[src/rtl/vga_scan_out.sv]
// VGA scan-out timing generator: pixel divider, h/v scan counters, one-pixel
// registered colour and sync outputs aligned to each other.
module vga_scan_out #(
    parameter int unsigned PIXLW    = 12,
    parameter int unsigned INTW     = 16,
    parameter int unsigned PIX_DIV  = 4,
    parameter int unsigned H_ACTIVE = 640,
    parameter int unsigned H_FP     = 16,
    parameter int unsigned H_SYNC   = 96,
    parameter int unsigned H_BP     = 48,
    parameter int unsigned V_ACTIVE = 480,
    parameter int unsigned V_FP     = 10,
    parameter int unsigned V_SYNC   = 2,
    parameter int unsigned V_BP     = 33
) (
    input  logic             clk,
    input  logic             rst_n,
    output logic [INTW-1:0]  x,
    output logic [INTW-1:0]  y,
    output logic             active,
    input  logic [PIXLW-1:0] render,
    output logic [3:0]       vga_r,
    output logic [3:0]       vga_g,
    output logic [3:0]       vga_b,
    output logic             vga_hs,
    output logic             vga_vs,
    output logic             pix_tick,
    output logic             frame_start
);

    localparam int unsigned H_TOTAL = H_ACTIVE + H_FP + H_SYNC + H_BP;
    localparam int unsigned V_TOTAL = V_ACTIVE + V_FP + V_SYNC + V_BP;
    localparam int unsigned HW      = (H_TOTAL > 1) ? $clog2(H_TOTAL) : 1;
    localparam int unsigned VW      = (V_TOTAL > 1) ? $clog2(V_TOTAL) : 1;
    localparam int unsigned DIVW    = (PIX_DIV > 1) ? $clog2(PIX_DIV) : 1;

    localparam logic [HW-1:0]   H_MAX   = HW'(H_TOTAL - 1);
    localparam logic [VW-1:0]   V_MAX   = VW'(V_TOTAL - 1);
    localparam logic [HW-1:0]   H_ACT   = HW'(H_ACTIVE);
    localparam logic [VW-1:0]   V_ACT   = VW'(V_ACTIVE);
    localparam logic [HW-1:0]   HS_LO   = HW'(H_ACTIVE + H_FP);
    localparam logic [HW-1:0]   HS_HI   = HW'(H_ACTIVE + H_FP + H_SYNC - 1);
    localparam logic [VW-1:0]   VS_LO   = VW'(V_ACTIVE + V_FP);
    localparam logic [VW-1:0]   VS_HI   = VW'(V_ACTIVE + V_FP + V_SYNC - 1);
    localparam logic [DIVW-1:0] DIV_MAX = DIVW'(PIX_DIV - 1);

    logic            r_run;
    logic [DIVW-1:0] r_div;
    logic            r_tick;
    logic            r_frame;
    logic [HW-1:0]   r_hcnt;
    logic [VW-1:0]   r_vcnt;
    logic [11:0]     r_rgb;
    logic            r_hs;
    logic            r_vs;

    logic [DIVW-1:0] w_div_nxt;
    logic            w_tick_nxt;
    logic [HW-1:0]   w_h_nxt;
    logic [VW-1:0]   w_v_nxt;
    logic            w_active;
    logic            w_in_hs;
    logic            w_in_vs;

    // Divider advance; it idles at 0 for the first clock after reset release
    // so the first tick lands PIX_DIV clocks after release.
    always_comb begin
        w_div_nxt = '0;
        if (r_run) begin
            w_div_nxt = (r_div == DIV_MAX) ? '0 : r_div + DIVW'(1);
        end
        w_tick_nxt = (w_div_nxt == DIV_MAX);
    end

    // Scan counter advance, applied only on tick clocks.
    always_comb begin
        w_h_nxt = r_hcnt;
        w_v_nxt = r_vcnt;
        if (r_tick) begin
            if (r_hcnt == H_MAX) begin
                w_h_nxt = '0;
                w_v_nxt = (r_vcnt == V_MAX) ? '0 : r_vcnt + VW'(1);
            end else begin
                w_h_nxt = r_hcnt + HW'(1);
            end
        end
    end

    // Visibility and sync windows of the current (pre-tick) counters.
    always_comb begin
        w_active = (r_hcnt < H_ACT) && (r_vcnt < V_ACT);
        w_in_hs  = (r_hcnt >= HS_LO) && (r_hcnt <= HS_HI);
        w_in_vs  = (r_vcnt >= VS_LO) && (r_vcnt <= VS_HI);
    end

    // Timing state and pixel-delayed output registers.
    always_ff @(posedge clk) begin
        if (!rst_n) begin
            r_run   <= 1'b0;
            r_div   <= '0;
            r_tick  <= 1'b0;
            r_frame <= 1'b0;
            r_hcnt  <= '0;
            r_vcnt  <= '0;
            r_rgb   <= '0;
            r_hs    <= 1'b1;
            r_vs    <= 1'b1;
        end else begin
            r_run   <= 1'b1;
            r_div   <= w_div_nxt;
            r_tick  <= w_tick_nxt;
            r_frame <= w_tick_nxt && (w_h_nxt == H_MAX) && (w_v_nxt == V_MAX);
            r_hcnt  <= w_h_nxt;
            r_vcnt  <= w_v_nxt;
            if (r_tick) begin
                r_rgb <= w_active ? render[11:0] : 12'h000;
                r_hs  <= !w_in_hs;
                r_vs  <= !w_in_vs;
            end
        end
    end

    assign x           = INTW'(r_hcnt);
    assign y           = INTW'(r_vcnt);
    assign active      = w_active;
    assign vga_r       = r_rgb[11:8];
    assign vga_g       = r_rgb[7:4];
    assign vga_b       = r_rgb[3:0];
    assign vga_hs      = r_hs;
    assign vga_vs      = r_vs;
    assign pix_tick    = r_tick;
    assign frame_start = r_frame;

endmodule

[config.mk]
export PLATFORM = sky130hd
export DESIGN_NAME = vga_scan_out
export DESIGN_NICKNAME = d
export VERILOG_FILES = /design/src/rtl/vga_scan_out.sv
export SDC_FILE = /design/constraint.sdc
export NUM_CORES = 1
export LEC_CHECK = 0
export ABC_AREA = 1
export BUFFER_PORTS_ARGS = -buffer_cell sky130_fd_sc_hd__buf_2
export CAP_MARGIN = 10
export CORE_ASPECT_RATIO = 1.75
export CORE_MARGIN = 3
export CORE_UTILIZATION = 50
export CTS_BUF_LIST = sky130_fd_sc_hd__clkbuf_4 sky130_fd_sc_hd__clkbuf_8
export DETAILED_ROUTE_END_ITERATION = 16
export GPL_ROUTABILITY_DRIVEN = 0
export PLACE_DENSITY = 0.86
export SLEW_MARGIN = 20
export SYNTH_ARGS = -nofsm -noshare
export SYNTH_HDL_FRONTEND = slang
export SYNTH_SLANG_ARGS = --single-unit
export TNS_END_PERCENT = 5
[constraint.sdc]
create_clock -name clk -period 2.12 [get_ports clk]
set_input_delay 0.424 -clock clk [delete_from_list [all_inputs] [get_ports clk]]
set_output_delay 0.424 -clock clk [all_outputs]
set_load 0.02 [all_outputs]
==> flow_summary_export.csv, run 1 <==
group,metric,value,unit
status,status,"finished clean",
cts,cts.path.max_buffers,2,
placed_design,io_buffers,50,
logic_synthesis,netlist.area_leader.share,36.0,%
cts,clk_latency,0.30,ns
global_routing,grt_pass1_wl,9050,µm
route,routed_wl,5420,µm
cts,cts_tree,"built",
timing,max_freq,538,MHz
power,power,1.59,mW
logic_synthesis,yosysTopAreaCell,"dfxtp_1",
global_routing,grt_start_max_net_pins,29,
cts,cts-buffers-inserted,5,
floorplanning,start_util,52.2,%
global_routing,use_met1,21.4,%
timing,hold_viol_final,0,
cts,cts.sinks,39,
power,p_leak,1.40,nW
logic_synthesis,synth_area_leaders,"dfxtp_1 (36%), nand2_1 (13%), nor2_1 (7.6%), inv_1 (6.6%), a21oi_1 (4.9%)",
logic_synthesis,synth_area_per_cell,6.68,µm²
logic_synthesis,synthXorXnorAreaFrac,0.404,%
run,drv_cap,0,
route,wl_per_cell,12.4,µm
route,ant_nets,0,
worst_setup_path,worstSetupPathType,"register to register",
hold_path,hold_path.class,"primary input to register",
floorplanning,io_pins,63,
logic_synthesis,netlist_area,0.00217,mm²
floorplanning,core_area,0.00415,mm²
timing,period_minus_slack,1.86,ns
worst_setup_path,crit_path_end_kind,"register",
timing,fin_crit_sh,87.6,%
timing,finalSetupViolCount,0,
global_routing,met2_usage,40.4,%
logic_synthesis,synthSimpleGateAreaFrac,36.5,%
global_routing,busiest_layer,"met2",
cts,cts-hold-fix-buffers,0,
logic_synthesis,synth_mux_area_share,0,%
finish,layout-drive-gt1-share,23.7,%
finish,fillers,394,
logic_synthesis,synth_compound_area_share,10.7,%
timing,clock_skew,0.00824,ns
cts,htreeDepth,2,
cts,cts_root_buffer,"clkbuf_8",
global_routing,globalRouteMet3Util,4.14,%
timing,setup-tns-final,0,ns
global_routing,grt_pass1_vias,2127,
finish,layout.nets,406,
route,avgViaCountPerCell,5.12,
finish,areaGrowthSynthToFinish,22.8,%
finish,diodes,0,
timing,slew_viol_final,0,
worst_setup_path,critPathArrivalTime,2.09,ns
worst_setup_path,cp_max_fo,6,
route,dr.pass1.iters,4,
global_routing,grt_util_all_layers,22.0,%
global_routing,grt-ovfl-total,0,
floorplanning,num_rows,31,
logic_synthesis,ys_seq_area_share,36.0,%
placed_design,hpwl,4310,µm
power,ir_drop,0.723,mV
power,p_per_area,596,mW/mm²
route,drt_iter0_drc,52,
floorplanning,die_h,93.1,µm
route,drc,0,
route,vias,2239,
logic_synthesis,synth_top_family_by_area,"simple AND/OR/NAND/NOR gates",
logic_synthesis,ys_seq_elements,39,
timing,rsz0062_at_grt,"no",
floorplanning,die_area,0.00519,mm²
global_routing,grt_antenna_before_repair,0,
logic_synthesis,synthAdderAreaFrac,2.89,%
logic_synthesis,ys_warn_count,0,
worst_setup_path,worstPathRequired,2.35,ns
floorplanning,die_w,55.8,µm
cts,clk_pin_slew_worst_paths,0.08,ns
logic_synthesis,synthCells,324,
logic_synthesis,ys_types,30,
worst_setup_path,cp-start-kind,"register",
==> layout make-up <==
class / instances / area [µm²] / area share, %
inverter: 41 / 154 / 5.79
multi-input combinational: 234 / 1160 / 43.5
timing repair buffer: 66 / 370 / 13.9
tap: 49 / 61.3 / 2.30
clock buffer: 5 / 68.8 / 2.59
sequential: 39 / 781 / 29.4
clock inverter: 3 / 67.6 / 2.54
==> through the flow <==
step / instance area (µm²) / util [%] / worst slack (ns) / hold WS (ns) / std cells
CTS: 2640 / 63.5 / 0.0388 / 0.360 / 435
global route: 2660 / 64.1 / 0.0122 / 0.358 / 437
global placement: 2490 / 60.0 / 0.106 / 0.425 / 427
finish: 2660 / 64.1 / 0.263 / 0.362 / 437
floorplan: 2210 / - / 0.365 / 0.414 / 335
detailed placement: 2490 / 60.0 / 0.0914 / 0.431 / 427
==> worst max-delay path: stages (launching register included) <==
cell and delay, ns:
dfxtp_1 0.41, ha_1 0.24, nand3_1 0.17, nor2_4 0.21, nand2_2 0.14, nand2_1 0.10, nand2_1 0.06, nor2_1 0.09
nand2_1 0.08, nor2_1 0.10, nand3_1 0.09, nor2_1 0.10
==> layout by cell type, fill, tap and decap left out, types with 2 or more instances in the layout <==
| cell type | instances |
|---|---|
| nand4_1 | 10 |
| nor2_1 | 44 |
| nand2_2 | 5 |
| nand2_1 | 76 |
| inv_2 | 3 |
| inv_1 | 38 |
| dfxtp_1 | 39 |
| clkbuf_8 | 5 |
| nor4_1 | 2 |
| bufinv_16 | 2 |
| o21ai_0 | 19 |
| a21oi_1 | 21 |
| buf_4 | 16 |
| buf_2 | 50 |
| nor3_1 | 6 |
| conb_1 | 12 |
| nand3_1 | 20 |
| nor2_4 | 4 |
| ha_1 | 5 |
==> metal layers <==
layer  share of wire [%]  vias to the layer above
met5                   0                        -
met4                 5.1                        0
met3                 5.5                       27
met2                  53                       88
met1                  36                      991
li1                    -                     1133
==> registers in the layout, summed over array words and instances, names as in the netlist <==
name / cells
vga_vs: 1
vga_hs: 1
r_run: 1
r_hcnt: 10
pix_tick: 1
r_rgb: 12
frame_start: 1
r_vcnt: 10
r_div: 2
==> synthesized netlist by cell type <==
cell type and number:
clkbuf_1 5, buf_2 2, a21oi_2 1, inv_2 3, buf_1 1, ha_1 5, nand2_1 76, buf_4 12
nor4_1 2, o21bai_1 1, inv_1 38, a2111o_1 1, nor2_8 1, nand4_1 10, nand2_2 5, conb_1 1
xor2_1 1, a21oi_1 21, o21ai_0 19, dfxtp_1 39, nand3_1 20, nand3_4 1, o21ai_1 1, nor4_2 1
buf_6 1, nor2_4 2, nor2_1 44, nor2_2 3, nor3_1 6, nand2_4 1
==> path summary, 6_finish.rpt <==
check / to / start / cells after the start / slack [ns]
hold / removal: r_rgb[3] / render[3] / 3 / 0.36
hold reg to reg: r_div[0] / r_run / 2 / 0.44
setup / recovery: frame_start / r_hcnt[0] / 11 / 0.26
setup reg to reg: frame_start / r_hcnt[0] / 11 / 0.26
==> repair_timing <==
| item | in CTS | in global routing |
|---|---|---|
| pin swaps | 0 | 1 |
| endpoints found under the hold margin | 0 | 0 |
| setup buffers | 0 | 2 |
| endpoints found under the setup margin | 1 | 2 |
| resized for setup | 1 | 2 |
| cloned | 0 | 0 |
==> logic make-up after synthesis <==
| group | Yosys count |
|---|---|
| simple gates | 172 |
| buf+inv | 62 |
| compound gates | 44 |
| flops | 39 |
| fa+ha+maj | 5 |
| xor+xnor | 1 |
| other cells | 1 |
==> power by group <==
part,leakage (nW),total [mW],internal [mW],switching (mW)
Sequential,0.316,0.756,0.747,0.00848
Combinational,1.02,0.101,0.0305,0.0708
Clock,0.0644,0.729,0.469,0.260
Total,1.40,1.59,1.25,0.339
Power figures use the tool's default switching activity.
==> run 2: changes to the inputs <==
--- a/config.mk
+++ b/config.mk
@@ -10,11 +10,11 @@
 export CAP_MARGIN = 10
 export CORE_ASPECT_RATIO = 1.75
 export CORE_MARGIN = 3
-export CORE_UTILIZATION = 50
+export CORE_UTILIZATION = 54
 export CTS_BUF_LIST = sky130_fd_sc_hd__clkbuf_4 sky130_fd_sc_hd__clkbuf_8
 export DETAILED_ROUTE_END_ITERATION = 16
 export GPL_ROUTABILITY_DRIVEN = 0
-export PLACE_DENSITY = 0.86
+export PLACE_DENSITY = 0.92
 export SLEW_MARGIN = 20
 export SYNTH_ARGS = -nofsm -noshare
 export SYNTH_HDL_FRONTEND = slang
==> run 2 against run 1 <==
Compared with the run above: critical path depth unchanged; clock power decreased by 13%; largest power group unchanged; maximum frequency fell by 6.3%; power fell by 5.7%; non-clock buffer count decreased by 2; via count grew 1.7%; combinational power barely moved; design area fell by 1.8%; routed wire length rose by 6.1%; worst hold slack better by 0.0041 ns; largest cell class unchanged.
==> flow_summary_export.csv, run 2 (synthesized netlist as in run 1, its figures left out) <==
group,metric,value,unit
status,status,"finished clean",
floorplanning,num_rows,29,
finish,layout-drive-gt1-share,23.3,%
worst_setup_path,crit_path_end_kind,"register",
cts,cts-hold-fix-buffers,0,
global_routing,grt_util_all_layers,25.5,%
worst_setup_path,cp_max_fo,6,
route,avgViaCountPerCell,5.27,
cts,clk_pin_slew_worst_paths,0.08,ns
timing,max_freq,504,MHz
timing,fin_crit_sh,93.5,%
worst_setup_path,cp-start-kind,"register",
cts,htreeDepth,2,
floorplanning,start_util,58.0,%
finish,layout.nets,404,
route,dr.pass1.iters,5,
route,wl_per_cell,13.3,µm
floorplanning,die_h,89.8,µm
worst_setup_path,worstPathRequired,2.35,ns
timing,slew_viol_final,0,
floorplanning,io_pins,63,
timing,rsz0062_at_grt,"no",
finish,areaGrowthSynthToFinish,20.6,%
finish,reg.largest.list,"r_rgb (12), r_hcnt (10), r_vcnt (10)",
global_routing,grt-ovfl-total,0,
cts,cts_tree,"built",
worst_setup_path,worstSetupPathType,"register to register",
cts,clk_latency,0.29,ns
hold_path,hold_path.class,"primary input to register",
placed_design,hpwl,4370,µm
power,p_per_area,572,mW/mm²
route,ant_nets,0,
cts,cts_root_buffer,"clkbuf_8",
global_routing,grt_antenna_before_repair,0,
finish,largest_reg_flops,12,
floorplanning,die_w,53.9,µm
power,p_leak,1.39,nW
floorplanning,core_area,0.00374,mm²
finish,final_common_cell,"nand2_1",
finish,post-route-util,69.9,%
cts,cts-buffers-inserted,5,
route,routed_wl,5750,µm
route,drt_iter0_drc,105,
finish,diodes,0,
finish,final_cell_mix,"nand2_1 (76), buf_2 (50), nor2_1 (44)",
finish,top_register,"r_rgb",
route,drc,0,
worst_setup_path,critPathArrivalTime,2.21,ns
global_routing,grt_start_max_net_pins,27,
floorplanning,die_area,0.00484,mm²
timing,finalSetupViolCount,0,
power,ir_drop,0.561,mV
route,vias,2276,
cts,cts.sinks,39,
timing,clock_skew,0.00811,ns
timing,hold_viol_final,0,
cts,cts.path.max_buffers,2,
placed_design,io_buffers,50,
timing,period_minus_slack,1.98,ns
global_routing,grt_pass1_wl,9250,µm
run,drv_cap,0,
timing,setup-tns-final,0,ns
global_routing,grt_pass1_vias,2145,
-- run 2: cell count changes in the layout (fill, tap and decap cells not counted) --
cell        change
buf_4           -2
clkinv_2        +1
nor2_2          +2
bufinv_16       -1
nor2_4          -2
clkbuf_8        +1
clkinvlp_4      -1
-- run 2: worst max-delay path: stages, from the launching register on --
cell and delay, ns:
dfxtp_1 0.41, ha_1 0.25, nand2_2 0.09, nor2_2 0.20
nand4_1 0.14, nand2_1 0.14, nand2_1 0.06, nor2_1 0.22
nand2_1 0.10, nor2_1 0.13, nand3_1 0.08, nor2_1 0.11
-- run 2: what timing repair did --
| item | 4_1_cts | 5_1_grt |
|---|---|---|
| gates resized for setup | 1 | 0 |
| pin swaps | 0 | 1 |
| setup buffers | 0 | 1 |
| hold endpoints to repair | 0 | 0 |
| endpoints found under the setup margin | 1 | 1 |
-- run 2: metal layers --
metal | up-vias | GRT usage (%) | share of wire [%]
met5 | - | 0 | 0
met4 | 0 | 14.3 | 3.7
met3 | 22 | 3.48 | 7.2
met2 | 101 | 45.7 | 55
met1 | 1025 | 26.0 | 34
li1 | 1128 | - | -
-- run 2: layout make-up --
class	instances	area (µm²)
fillers	308	1120
flip-flops and latches	39	781
well taps	46	57.6
multi-input cells	234	1150
inverters	41	154
clock buffers	6	82.6
clock inverters	2	35.0
repair buffers	64	355
-- run 2: where the power goes --
part / total, mW / internal [mW] / switching (mW) / leakage (nW)
Combinational: 0.102 / 0.0305 / 0.0716 / 1.02
Sequential: 0.756 / 0.747 / 0.00941 / 0.316
Clock: 0.637 / 0.381 / 0.256 / 0.0612
-- run 2: through the flow --
| stage | cells | worst slack [ns] | hold WS [ns] | power, mW | instance area [µm²] |
|---|---|---|---|---|---|
| 6_report | 432 | 0.137 | 0.366 | 1.50 | 2610 |
| 5_1_grt | 432 | 0.0139 | 0.383 | 1.54 | 2610 |
| 2_1_floorplan | 335 | 0.365 | 0.414 | 0.857 | 2210 |
| 4_1_cts | 431 | 0.0628 | 0.364 | 1.50 | 2610 |
| 3_5_place_dp | 423 | 0.117 | 0.432 | 0.875 | 2480 |
| 3_3_place_gp | 423 | 0.127 | 0.422 | 0.872 | 2480 |
-- run 2: worst paths after layout --
path	start	to	slack (ns)	cells past startpoint
setup / recovery	r_hcnt[0]	frame_start	0.14	11
hold / removal	render[3]	r_rgb[3]	0.37	3
setup reg to reg	r_hcnt[0]	frame_start	0.14	11
hold reg to reg	r_run	r_div[0]	0.44	2
